[src/rtl/data_receiver.sv]
// Serial receiver: eight LSB-first bytes per 64-bit word, with an ack/overrun handshake.
// Optional inter-byte timeout is enabled by defining RECEIVER_TIMEOUT_EN.
module data_receiver #(
  parameter int TIMEOUT = 4096
) (
  input  logic        clk,
  input  logic        rst,
  input  logic        transmission,
  input  logic        clock,
  input  logic        in_data,
  input  logic        ack,
  output logic [63:0] data,
  output logic        valid,
  output logic        busy,
  output logic        frame_error,
  output logic        overrun
);

  typedef enum logic [1:0] {
    IDLE = 2'd0,
    RECV = 2'd1,
    GAP  = 2'd2
  } state_t;

  state_t      state_q;
  logic [1:0]  trans_sync_q;
  logic [1:0]  clock_sync_q;
  logic [1:0]  din_sync_q;
  logic        clock_prev_q;
  logic [2:0]  bit_cnt_q;
  logic [2:0]  byte_idx_q;
  logic [7:0]  shift_q;
  logic [55:0] word_q;
  logic [63:0] data_q;
  logic        valid_q;
  logic        busy_q;
  logic        frame_error_q;
  logic        overrun_q;

  logic        bit_event_d;
  logic        abort_d;
  logic        discard_d;
  logic [7:0]  byte_d;

  if (TIMEOUT < 1) begin : g_bad_timeout
    $error("data_receiver: TIMEOUT must be at least 1");
  end

  assign bit_event_d = clock_sync_q[1] & ~clock_prev_q & trans_sync_q[1];
  assign byte_d      = {din_sync_q[1], shift_q[7:1]};
  // Transmission can only be high on entry to RECV, so a low level here is its falling edge.
  assign abort_d     = (state_q == RECV) && !trans_sync_q[1];

`ifdef RECEIVER_TIMEOUT_EN
  localparam int TW = $clog2(TIMEOUT + 1);
  logic [TW-1:0] tmo_q;
  logic          tmo_hit_d;

  assign tmo_hit_d = (state_q != IDLE) && !bit_event_d && (tmo_q == TW'(TIMEOUT - 1));
  assign discard_d = abort_d | tmo_hit_d;

  // Stall counter: cycles in GAP, or in RECV without a bit event.
  always_ff @(posedge clk) begin
    if (!rst) begin
      tmo_q <= '0;
    end else if ((state_q == IDLE) || bit_event_d || discard_d) begin
      tmo_q <= '0;
    end else begin
      tmo_q <= tmo_q + TW'(1);
    end
  end
`else
  assign discard_d = abort_d;
`endif

  // Synchronizers, receive FSM, word assembly and output handshake.
  always_ff @(posedge clk) begin
    if (!rst) begin
      trans_sync_q  <= 2'b00;
      clock_sync_q  <= 2'b00;
      din_sync_q    <= 2'b00;
      clock_prev_q  <= 1'b0;
      state_q       <= IDLE;
      bit_cnt_q     <= 3'd0;
      byte_idx_q    <= 3'd0;
      shift_q       <= 8'h00;
      word_q        <= 56'h0;
      data_q        <= 64'h0;
      valid_q       <= 1'b0;
      busy_q        <= 1'b0;
      frame_error_q <= 1'b0;
      overrun_q     <= 1'b0;
    end else begin
      trans_sync_q  <= {trans_sync_q[0], transmission};
      clock_sync_q  <= {clock_sync_q[0], clock};
      din_sync_q    <= {din_sync_q[0], in_data};
      clock_prev_q  <= clock_sync_q[1];
      frame_error_q <= 1'b0;

      if (ack && valid_q) begin
        valid_q <= 1'b0;
      end

      if (discard_d) begin
        state_q       <= IDLE;
        busy_q        <= 1'b0;
        bit_cnt_q     <= 3'd0;
        byte_idx_q    <= 3'd0;
        shift_q       <= 8'h00;
        frame_error_q <= 1'b1;
      end else if (bit_event_d) begin
        shift_q   <= byte_d;
        bit_cnt_q <= bit_cnt_q + 3'd1;
        if (bit_cnt_q == 3'd7) begin
          if (byte_idx_q == 3'd7) begin
            // A completion wins over a same-cycle ack; only an unacked replacement is an overrun.
            data_q     <= {byte_d, word_q};
            valid_q    <= 1'b1;
            if (valid_q && !ack) begin
              overrun_q <= 1'b1;
            end
            state_q    <= IDLE;
            busy_q     <= 1'b0;
            byte_idx_q <= 3'd0;
          end else begin
            for (int k = 0; k < 7; k++) begin
              if (byte_idx_q == 3'(k)) begin
                word_q[8*k +: 8] <= byte_d;
              end
            end
            byte_idx_q <= byte_idx_q + 3'd1;
            state_q    <= GAP;
            busy_q     <= 1'b1;
          end
        end else begin
          state_q <= RECV;
          busy_q  <= 1'b1;
        end
      end
    end
  end

  assign data        = data_q;
  assign valid       = valid_q;
  assign busy        = busy_q;
  assign frame_error = frame_error_q;
  assign overrun     = overrun_q;

endmodule

[config.mk]
export PLATFORM = sky130hd
export DESIGN_NAME = data_receiver
export DESIGN_NICKNAME = d
export VERILOG_FILES = /design/src/rtl/data_receiver.sv
export SDC_FILE = /design/constraint.sdc
export NUM_CORES = 1
export LEC_CHECK = 0
export BUFFER_PORTS_ARGS = -buffer_cell sky130_fd_sc_hd__buf_2
export CORE_MARGIN = 3
export CORE_UTILIZATION = 39
export CTS_CLUSTER_DIAMETER = 30
export CTS_CLUSTER_SIZE = 20
export DETAILED_ROUTE_END_ITERATION = 6
export PLACE_DENSITY = 0.68
export RECOVER_POWER = 100
export SYNTH_ARGS = -nofsm -noshare
export SYNTH_HDL_FRONTEND = slang
export SYNTH_SLANG_ARGS = --single-unit
[constraint.sdc]
create_clock -name clk -period 2 [get_ports clk]
set_input_delay 0.3 -clock clk [delete_from_list [all_inputs] [get_ports clk]]
set_output_delay 0.3 -clock clk [all_outputs]
set_load 0.01 [all_outputs]
==> key figures, run 1 <==
Global route
  – GR Util All Layers: 16.30%
  – Aggregate global routing overflow: 0
  – Largest net degree at the start of global routing: 67
  – Vias in the first global route: 3,699
  – Initial antenna violation count: 0
  – First-pass GRT wire length: 18,570 um

Floorplanning
  – Die X: 122.8 um
  – Die H: 122.8 um
  – Rows: 42
  – Core area: 13,300 um2
  – Num ports: 74
  – Die Area: 15,090 um2
  – Initial Utilization: 40.03%

Critical path
  – CP Cell Sequence: ha_1 > ha_1 > and3b_2 > nand4_1 > clkbuf_2 > mux2i_1
  – Startpoint Class: register
  – Critical-path top delay cell: dfxtp_1
  – Setup CP Type: reg2reg
  – Critical R2R Launch: byte_idx_q[0]$_SDFFE_PP0P_
  – Data arrival time of the worst path: 2130 ps
  – Crit end category: register
  – Maximum fanout along the worst path: 7
  – Data required time of the critical path: 2270 ps
  – Slowest stage delay, CP: 350 ps
  – Crit-path most repeated cell: ha_1
  – Worst Setup SP: byte_idx_q[0]$_SDFFE_PP0P_

Synth
  – Net Count, Synth: 524
  – Synth cell types: 27
  – Post-Syn Area per Cell: 10.46 um2
  – Synth Instances: 509
  – Synth Register Bits: 146
  – Post-Syn Area: 5323 um2
  – Synth warn: 0
  – Register area share after synthesis: 54.91%

Clocking
  – CTS tree: built
  – Clk buf depth: 2
  – Clk sink count: 146
  – H-tree Lvls: 4
  – Post-CTS Setup Inserts: 0
  – CTS Buf Count: 17
  – Clk Latency, worst-skew pair: 420 ps
  – Root buffer cell: clkbuf_16
  – Worst-path clk slew: 60 ps

Timing
  – Worst slew pin tran: 780.6 ps
  – Tmin final: 1858 ps
  – Worst setup margin: 141.6 ps
  – F_max: 0.5381 GHz
  – RSZ-0062 raised after global routing: no
  – Final Cycle Share: 92.92%
  – Setup TNS: 0 ps
  – Slew HR: 47.96%
  – Final setup fails: 0
  – Clk_skew: 12.53 ps
  – Final hold vios: 0
  – Max Slew Vio Count: 0

Routing
  – Antenna-violating nets left: 0
  – Via count: 3,709
  – Vias per Instance: 4.823
  – Drc violations: 0
  – DRT Pass-1 Iters: 4
  – DRT iter0 DRCs: 184
  – DR WL/cell: 14.86 um
  – Routed WL: 11,430 um

Pwr
  – Max IR drop VDD: 0.0005454 V
  – LEAKAGE: 2.899 nW
  – Pwr dens: 1033 nW/um2

Placement
  – Final RePlAce weighted congestion: 0.7801
  – DP Cell Count: 738
  – Number of port buffers: 73
  – HPWL after detailed placement: 7557 um
  – DP Worst Slack: 97.22 ps

Status
  – Outcome: finished clean

Final layout
  – Share of cells above drive strength 1: 8.600%
  – Util after Layout: 48.59%
  – ANT cells: 0
  – Most frequent cells in the layout: 148 x nand2_1, 146 x dfxtp_1, 122 x mux2i_1
  – Seq. cell area: 2923 um2
  – Most common cell after layout, fill and taps aside: nand2_1
  – Layout area overhead: 21.37%
  – Finished Layout Cells: 769
  – Multi-input combinational cell area: 2200 um2
  – Fill cell count: 1,250
  – Fin nets: 596

Worst hold path
  – Min-delay src: clock
  – Min-Delay Path Class: in2reg

Flow run
  – Max Cap Viol: 0
## cell families (layout without fill, tap and decap cells)
group                      after synthesis  count (layout)  synth area share, %
DFF                                    146             146                54.91
buffers and inverters                   37             121                3.761
adders and majority gates                9               9                2.116
muxes                                  122             122                22.94
and+or+nand+nor                        179             179                14.50
xor gates and xnor gates                 1               1               0.1646
AOI/OAI and AO/OA                       15              15                1.598
## final cells by class
cell class,count,share of cell area (%)
clock inverters,13,3.971
well taps,176,3.409
repair buffers,85,6.237
multi-input cells,326,34.05
inverters,5,0.2905
clock buffers,18,6.798
flip-flops and latches,146,45.24
## cell usage after synthesis
master	n	share of area, %
dfxtp_1	146	55
buf_6	5	1.1
nor2_1	7	0.49
nand2_1	148	10
o21ai_1	1	0.094
ha_1	9	2.1
a21oi_1	10	0.94
a211oi_1	2	0.28
and3_1	1	0.12
and2_1	7	0.82
mux2i_1	122	23
and3b_1	2	0.33
buf_4	4	0.56
nor3b_1	1	0.14
and4_1	3	0.49
nor4b_1	1	0.16
inv_1	5	0.35
nand4_2	3	0.71
nor2b_1	3	0.35
clkbuf_1	16	1.1
o31ai_1	1	0.14
nand2_2	1	0.12
a22oi_1	1	0.14
buf_2	7	0.66
nand3b_1	1	0.14
xnor2_1	1	0.16
and4b_1	1	0.19
## metrics by stage
stage                     hold WS, ps  power, mW  instance area (um2)
after floorplan                 411.9      3.032                 5323
after global placement          420.0      3.055                 5912
after detailed placement        418.4      3.057                 5912
after CTS                       63.23      6.746                 6608
after global routing            77.66      6.893                 6460
final                           86.96      6.673                 6460
## sequential cells by signal, summed over array words and instances, names as in the netlist
register      count
word_q           56
busy              1
overrun           1
frame_error       1
data             64
shift_q           7
bit_cnt_q         3
trans_sync_q      2
din_sync_q        2
byte_idx_q        3
valid             1
clock_prev_q      1
state_q           2
clock_sync_q      2
## final timing paths
| path | to | slack, ps | cells after the start |
|---|---|---|---|
| setup / recovery | word_q[6]$_SDFFE_PN0P_ | 140 | 6 |
| hold / removal | clock_sync_q[0]$_SDFF_PN0_ | 90 | 2 |
| setup reg to reg | word_q[6]$_SDFFE_PN0P_ | 140 | 6 |
| hold reg to reg | clock_sync_q[1]$_SDFF_PN0_ | 430 | 1 |
## worst max-delay path: cells and delay by family (launching register included)
family        cells  cell delay, ps
simple gates      2             510
buf+inv           1             250
flops             1             350
mux               1             150
fa+ha+maj         2             450
## routing by layer
layer / vias up / track usage (%) / part of all wire, %
met3: 20 / 4.654 / 5.1
met5: - / 0 / 0
met2: 75 / 26.31 / 47
li1: 1839 / - / -
met4: 0 / 6.578 / 1.7
met1: 1775 / 20.53 / 46
## power by group
part           internal (mW)  switching (mW)
clock                   2.50            1.19
sequential              2.92         0.00386
combinational         0.0131          0.0549
total                   5.42            1.25
## timing repair
item / in CTS / in global routing
resized for setup: 0 / 1
hold buffers: 0 / 0
endpoints found under the setup margin: 0 / 10
Power figures use the tool's default switching activity.
==> run 2: changes to the inputs <==
Clock period 2 ns to 2.2 ns, I/O delays scaled along.
==> key figures, run 2 (synthesis gave the netlist of run 1 again) <==
Status
  – Outcome: finished clean

Clocking
  – Hold buffers post-CTS: 0
  – Clk Latency, worst-skew pair: 420 ps
  – CTS tree: built
  – Clk sink count: 146
  – H-tree Lvls: 4
  – Clk buf depth: 2
  – PostCTS Resize Cnt: 0
  – Root buffer cell: clkbuf_16
  – Post-CTS Setup Inserts: 0
  – CTS Buf Count: 17
  – Worst-path clk slew: 60 ps

Global route
  – Initial antenna violation count: 0
  – First-pass GRT wire length: 18,200 um
  – GR Util All Layers: 15.84%
  – Largest net degree at the start of global routing: 68
  – Vias in the first global route: 3,579
  – Aggregate global routing overflow: 0

Timing
  – Tmin final: 2046 ps
  – Final hold vios: 0
  – Final setup fails: 0
  – Setup TNS: 0 ps
  – RSZ-0062 raised after global routing: no
  – Max Slew Vio Count: 0
  – Hold slack: 118.6 ps
  – Final Cycle Share: 92.98%
  – Worst setup margin: 154.5 ps
  – Worst slew pin tran: 882.9 ps
  – Clk_skew: 7.212 ps
  – Slew HR: 41.14%
  – F_max: 0.4889 GHz

Routing
  – Drc violations: 0
  – Via count: 3,707
  – DR WL/cell: 14.75 um
  – Antenna-violating nets left: 0
  – DRT Pass-1 Iters: 4
  – Routed WL: 11,270 um
  – DRT iter0 DRCs: 273
  – Vias per Instance: 4.852

Placement
  – DP Worst Slack: 190.8 ps
  – Number of port buffers: 73
  – Placement Cell Area: 5817 um2
  – DP Cell Count: 732
  – HPWL after detailed placement: 7430 um
  – Final RePlAce weighted congestion: 0.7664

Critical path
  – Critical path depth: 5
  – Reg2Reg Depth: 5
  – Startpoint Class: register
  – Setup CP Type: reg2reg
  – Data required time of the critical path: 2530 ps
  – Maximum fanout along the worst path: 8
  – Data arrival time of the worst path: 2380 ps
  – CP bufs+invs: 0
  – Crit end category: register
  – CP Cell Sequence: ha_1 > ha_1 > and3b_1 > and4_1 > mux2i_1
  – Crit-path most repeated cell: ha_1
  – Critical-path top delay cell: and4_1
  – Slowest stage delay, CP: 540 ps
  – Cell family with most CP delay: simple AND/OR/NAND/NOR gates

Pwr
  – Clock network power share: 52.7%
  – Net Sw Power: 1.151 mW
  – Reg power frac: 46.2%
  – Max IR drop VDD: 0.0006318 V
  – P_int: 4.595 mW
  – Pwr dens: 905.9 nW/um2
  – Switching Share: 20.03%
  – Total power: 5.746 mW
  – LEAKAGE: 2.860 nW
  – Portion of total power attributed to combinational logic: 1.1%

Flow run
  – Max Cap Viol: 0

Floorplanning
  – Rows: 42
  – Die X: 122.8 um
  – Die Area: 15,090 um2
  – Die H: 122.8 um
  – Initial Utilization: 40.03%
  – Num ports: 74
  – Core area: 13,300 um2

Final layout
  – Design Area, Final: 6342 um2
  – Finished Layout Cells: 764
  – Util after Layout: 47.70%
  – Layout area overhead: 19.16%
  – Most common cell after layout, fill and taps aside: nand2_1
  – Fin nets: 590
  – ANT cells: 0
  – Most frequent cells in the layout: 148 x nand2_1, 146 x dfxtp_1, 122 x mux2i_1
  – Fill cell count: 1,263
  – Share of cells above drive strength 1: 7.483%
  – Max reg flops: 64

Worst hold path
  – Hold path cells: 2
  – Min-Delay Path Class: in2reg
-- run 2: cell types whose count changed in the layout (fill, tap and decap cells not counted), moves of 2 or more --
cell	previous run	this run
clkinvlp_4	2	4
bufinv_16	7	4
clkbuf_4	2	0
clkbuf_1	69	71
buf_4	3	1
-- run 2: path summary, 6_finish.rpt --
kind	from	end	slack [ps]
max reg2reg	byte_idx_q[0]$_SDFFE_PP0P_	word_q[43]$_SDFFE_PN0P_	150
min	in_data	din_sync_q[0]$_SDFF_PN0_	120
max	byte_idx_q[0]$_SDFFE_PP0P_	word_q[43]$_SDFFE_PN0P_	150
min reg2reg	trans_sync_q[0]$_SDFF_PN0_	trans_sync_q[1]$_SDFF_PN0_	430
-- run 2: power groups by stage --
stage	clock (mW)	sequential (mW)	combinational (mW)
2_1_floorplan	0	2.71	0.0455
3_5_place_dp	0	2.71	0.0650
5_1_grt	3.20	2.65	0.0707
4_1_cts	3.09	2.65	0.0649
3_3_place_gp	0	2.71	0.0631
6_report	3.03	2.65	0.0632
-- run 2: final cells by class --
| cell class | instances | area [um2] | area share, % |
|---|---|---|---|
| Timing Repair Buffer | 79 | 347.8 | 5.484 |
| Clock buffer | 20 | 446.7 | 7.043 |
| Tap cell | 176 | 220.2 | 3.472 |
| Inverter | 5 | 18.77 | 0.2959 |
| Clock inverter | 12 | 181.4 | 2.861 |
| Sequential cell | 146 | 2923 | 46.08 |
| Multi-Input combinational cell | 326 | 2205 | 34.76 |
-- run 2: metal layers --
metal	vias up	wire length [um]	track usage [%]
met5	-	0	0
met4	0	140	5.528
met3	15	758	5.899
met2	95	5285	24.84
met1	1761	5082	20.04
li1	1836	-	-
==> run 3: changes to the inputs <==
Settings changed: GPL_TIMING_DRIVEN from default to 0.
==> key figures, run 3 (synthesis gave the netlist of run 1 again) <==
Critical path
  – Reg2Reg Depth: 7
  – Critical-path top delay cell: dfxtp_1
  – Crit end category: register
  – Reg-to-reg slack, setup: 200 ps
  – CP bufs+invs: 2
  – Crit-path most repeated cell: ha_1
  – Reg2reg end: word_q[52]$_SDFFE_PN0P_
  – Slowest stage delay, CP: 350 ps
  – Cell family with most CP delay: adder cells
  – CP Cell Sequence: ha_1 > ha_1 > and3b_1 > buf_2 > and4_1 > clkbuf_2 > mux2i_1
  – Data required time of the critical path: 2530 ps
  – Timing endpoint of the critical path: word_q[52]$_SDFFE_PN0P_
  – Data arrival time of the worst path: 2340 ps
  – Setup CP Type: reg2reg
  – Worst Setup SP: byte_idx_q[0]$_SDFFE_PP0P_
  – Critical path depth: 7
  – Critical R2R Launch: byte_idx_q[0]$_SDFFE_PP0P_
  – Maximum fanout along the worst path: 8
  – Startpoint Class: register

Global route
  – Initial antenna violation count: 0
  – First-pass GRT wire length: 18,490 um
  – Met1 GRT Util: 21.39%
  – Largest net degree at the start of global routing: 17
  – Gr busiest metal: met2
  – GR Util All Layers: 16.29%
  – Vias in the first global route: 3,664
  – Met2 Use GR: 24.56%
  – Aggregate global routing overflow: 0
  – Grt met3 use: 5.115%

Routing
  – Drc violations: 0
  – DR WL/cell: 14.84 um
  – Routed WL: 11,710 um
  – Via count: 3,750
  – Vias per Instance: 4.753
  – DRT Pass-1 Iters: 4
  – DRT iter0 DRCs: 168
  – Antenna-violating nets left: 0

Final layout
  – Max reg flops: 64
  – ANT cells: 0
  – Fin nets: 616
  – Most common cell after layout, fill and taps aside: nand2_1
  – Layout area overhead: 20.17%
  – Most frequent cells in the layout: 148 x nand2_1, 146 x dfxtp_1, 122 x mux2i_1
  – Finished Layout Cells: 789
  – Share of cells above drive strength 1: 8.320%

Clocking
  – Root buffer cell: clkbuf_16
  – Hold buffers post-CTS: 0
  – Worst-path clk slew: 60 ps
  – Post-CTS Setup Inserts: 0
  – CTS tree: built
  – Clk sink count: 146
  – Clk buf depth: 2
  – H-tree Lvls: 4
  – CTS Buf Count: 17
  – PostCTS Resize Cnt: 0
  – Clk Latency, worst-skew pair: 420 ps

Flow run
  – Max Cap Viol: 0

Floorplanning
  – Die X: 122.8 um
  – Num ports: 74
  – Initial Utilization: 40.03%
  – Die H: 122.8 um
  – Die Area: 15,090 um2
  – Rows: 42
  – Core area: 13,300 um2

Placement
  – Final RePlAce weighted congestion: 0.8107
  – DP Cell Count: 758
  – Number of port buffers: 73
  – HPWL after detailed placement: 8066 um

Status
  – Outcome: finished clean

Worst hold path
  – Min-Delay Path Class: in2reg
  – Hold path cells: 2

Timing
  – Max Slew Vio Count: 0
  – Worst slew pin tran: 954.8 ps
  – F_max: 0.4988 GHz
  – Final setup fails: 0
  – Final Cycle Share: 91.13%
  – Clk_skew: 7.382 ps
  – Final hold vios: 0
  – Slew HR: 35.80%
  – Tmin final: 2005 ps
  – Setup TNS: 0 ps
  – RSZ-0062 raised after global routing: no

Pwr
  – LEAKAGE: 2.887 nW
  – Pwr dens: 873.8 nW/um2
  – Max IR drop VDD: 0.0005552 V
[run 3: layout make-up]
| class | count | area, um2 |
|---|---|---|
| Fill cell | 1259 | 6899 |
| Sequential cell | 146 | 2923 |
| Multi-Input combinational cell | 326 | 2200 |
| Clock buffer | 20 | 446.7 |
| Timing Repair Buffer | 73 | 279.0 |
| Tap cell | 176 | 220.2 |
| Buffer | 32 | 171.4 |
| Clock inverter | 11 | 137.6 |
| Inverter | 5 | 18.77 |
[run 3: worst min-delay path by stage]
stage | from | end
3_5_place_dp | din_sync_q[0]$_SDFF_PN0_ | din_sync_q[1]$_SDFF_PN0_
3_3_place_gp | clock_sync_q[0]$_SDFF_PN0_ | clock_sync_q[1]$_SDFF_PN0_
2_1_floorplan | clock_sync_q[0]$_SDFF_PN0_ | clock_sync_q[1]$_SDFF_PN0_
4_1_cts | transmission | trans_sync_q[0]$_SDFF_PN0_
5_1_grt | in_data | din_sync_q[0]$_SDFF_PN0_
6_report | transmission | trans_sync_q[0]$_SDFF_PN0_
[run 3: stage by stage]
stage / hold slack, ps / setup WS [ps] / util, % / total power [mW] / area (um2)
6_report: 119.3 / 195.1 / 48.11 / 5.589 / 6396
5_1_grt: 113.1 / 74.55 / 48.11 / 5.750 / 6396
4_1_cts: 102.5 / 254.9 / 48.83 / 5.630 / 6492
3_5_place_dp: 416.9 / 266.1 / 44.44 / 2.784 / 5908
3_3_place_gp: 417.0 / 312.1 / 44.44 / 2.781 / 5908
2_1_floorplan: 411.9 / 509.1 / - / 2.757 / 5323
[run 3: where the power goes]
part	total, mW	switching (mW)	internal, mW
clock network	2.86	1.07	1.79
registers	2.65	0.00360	2.65
logic	0.0710	0.0562	0.0148
total	5.59	1.13	4.46
[run 3: routing by layer]
layer / up-vias / part of all wire, %
met1: 1772 / 48
met5: - / 0
met4: 0 / 1.4
met2: 83 / 46
li1: 1882 / -
met3: 13 / 5.4
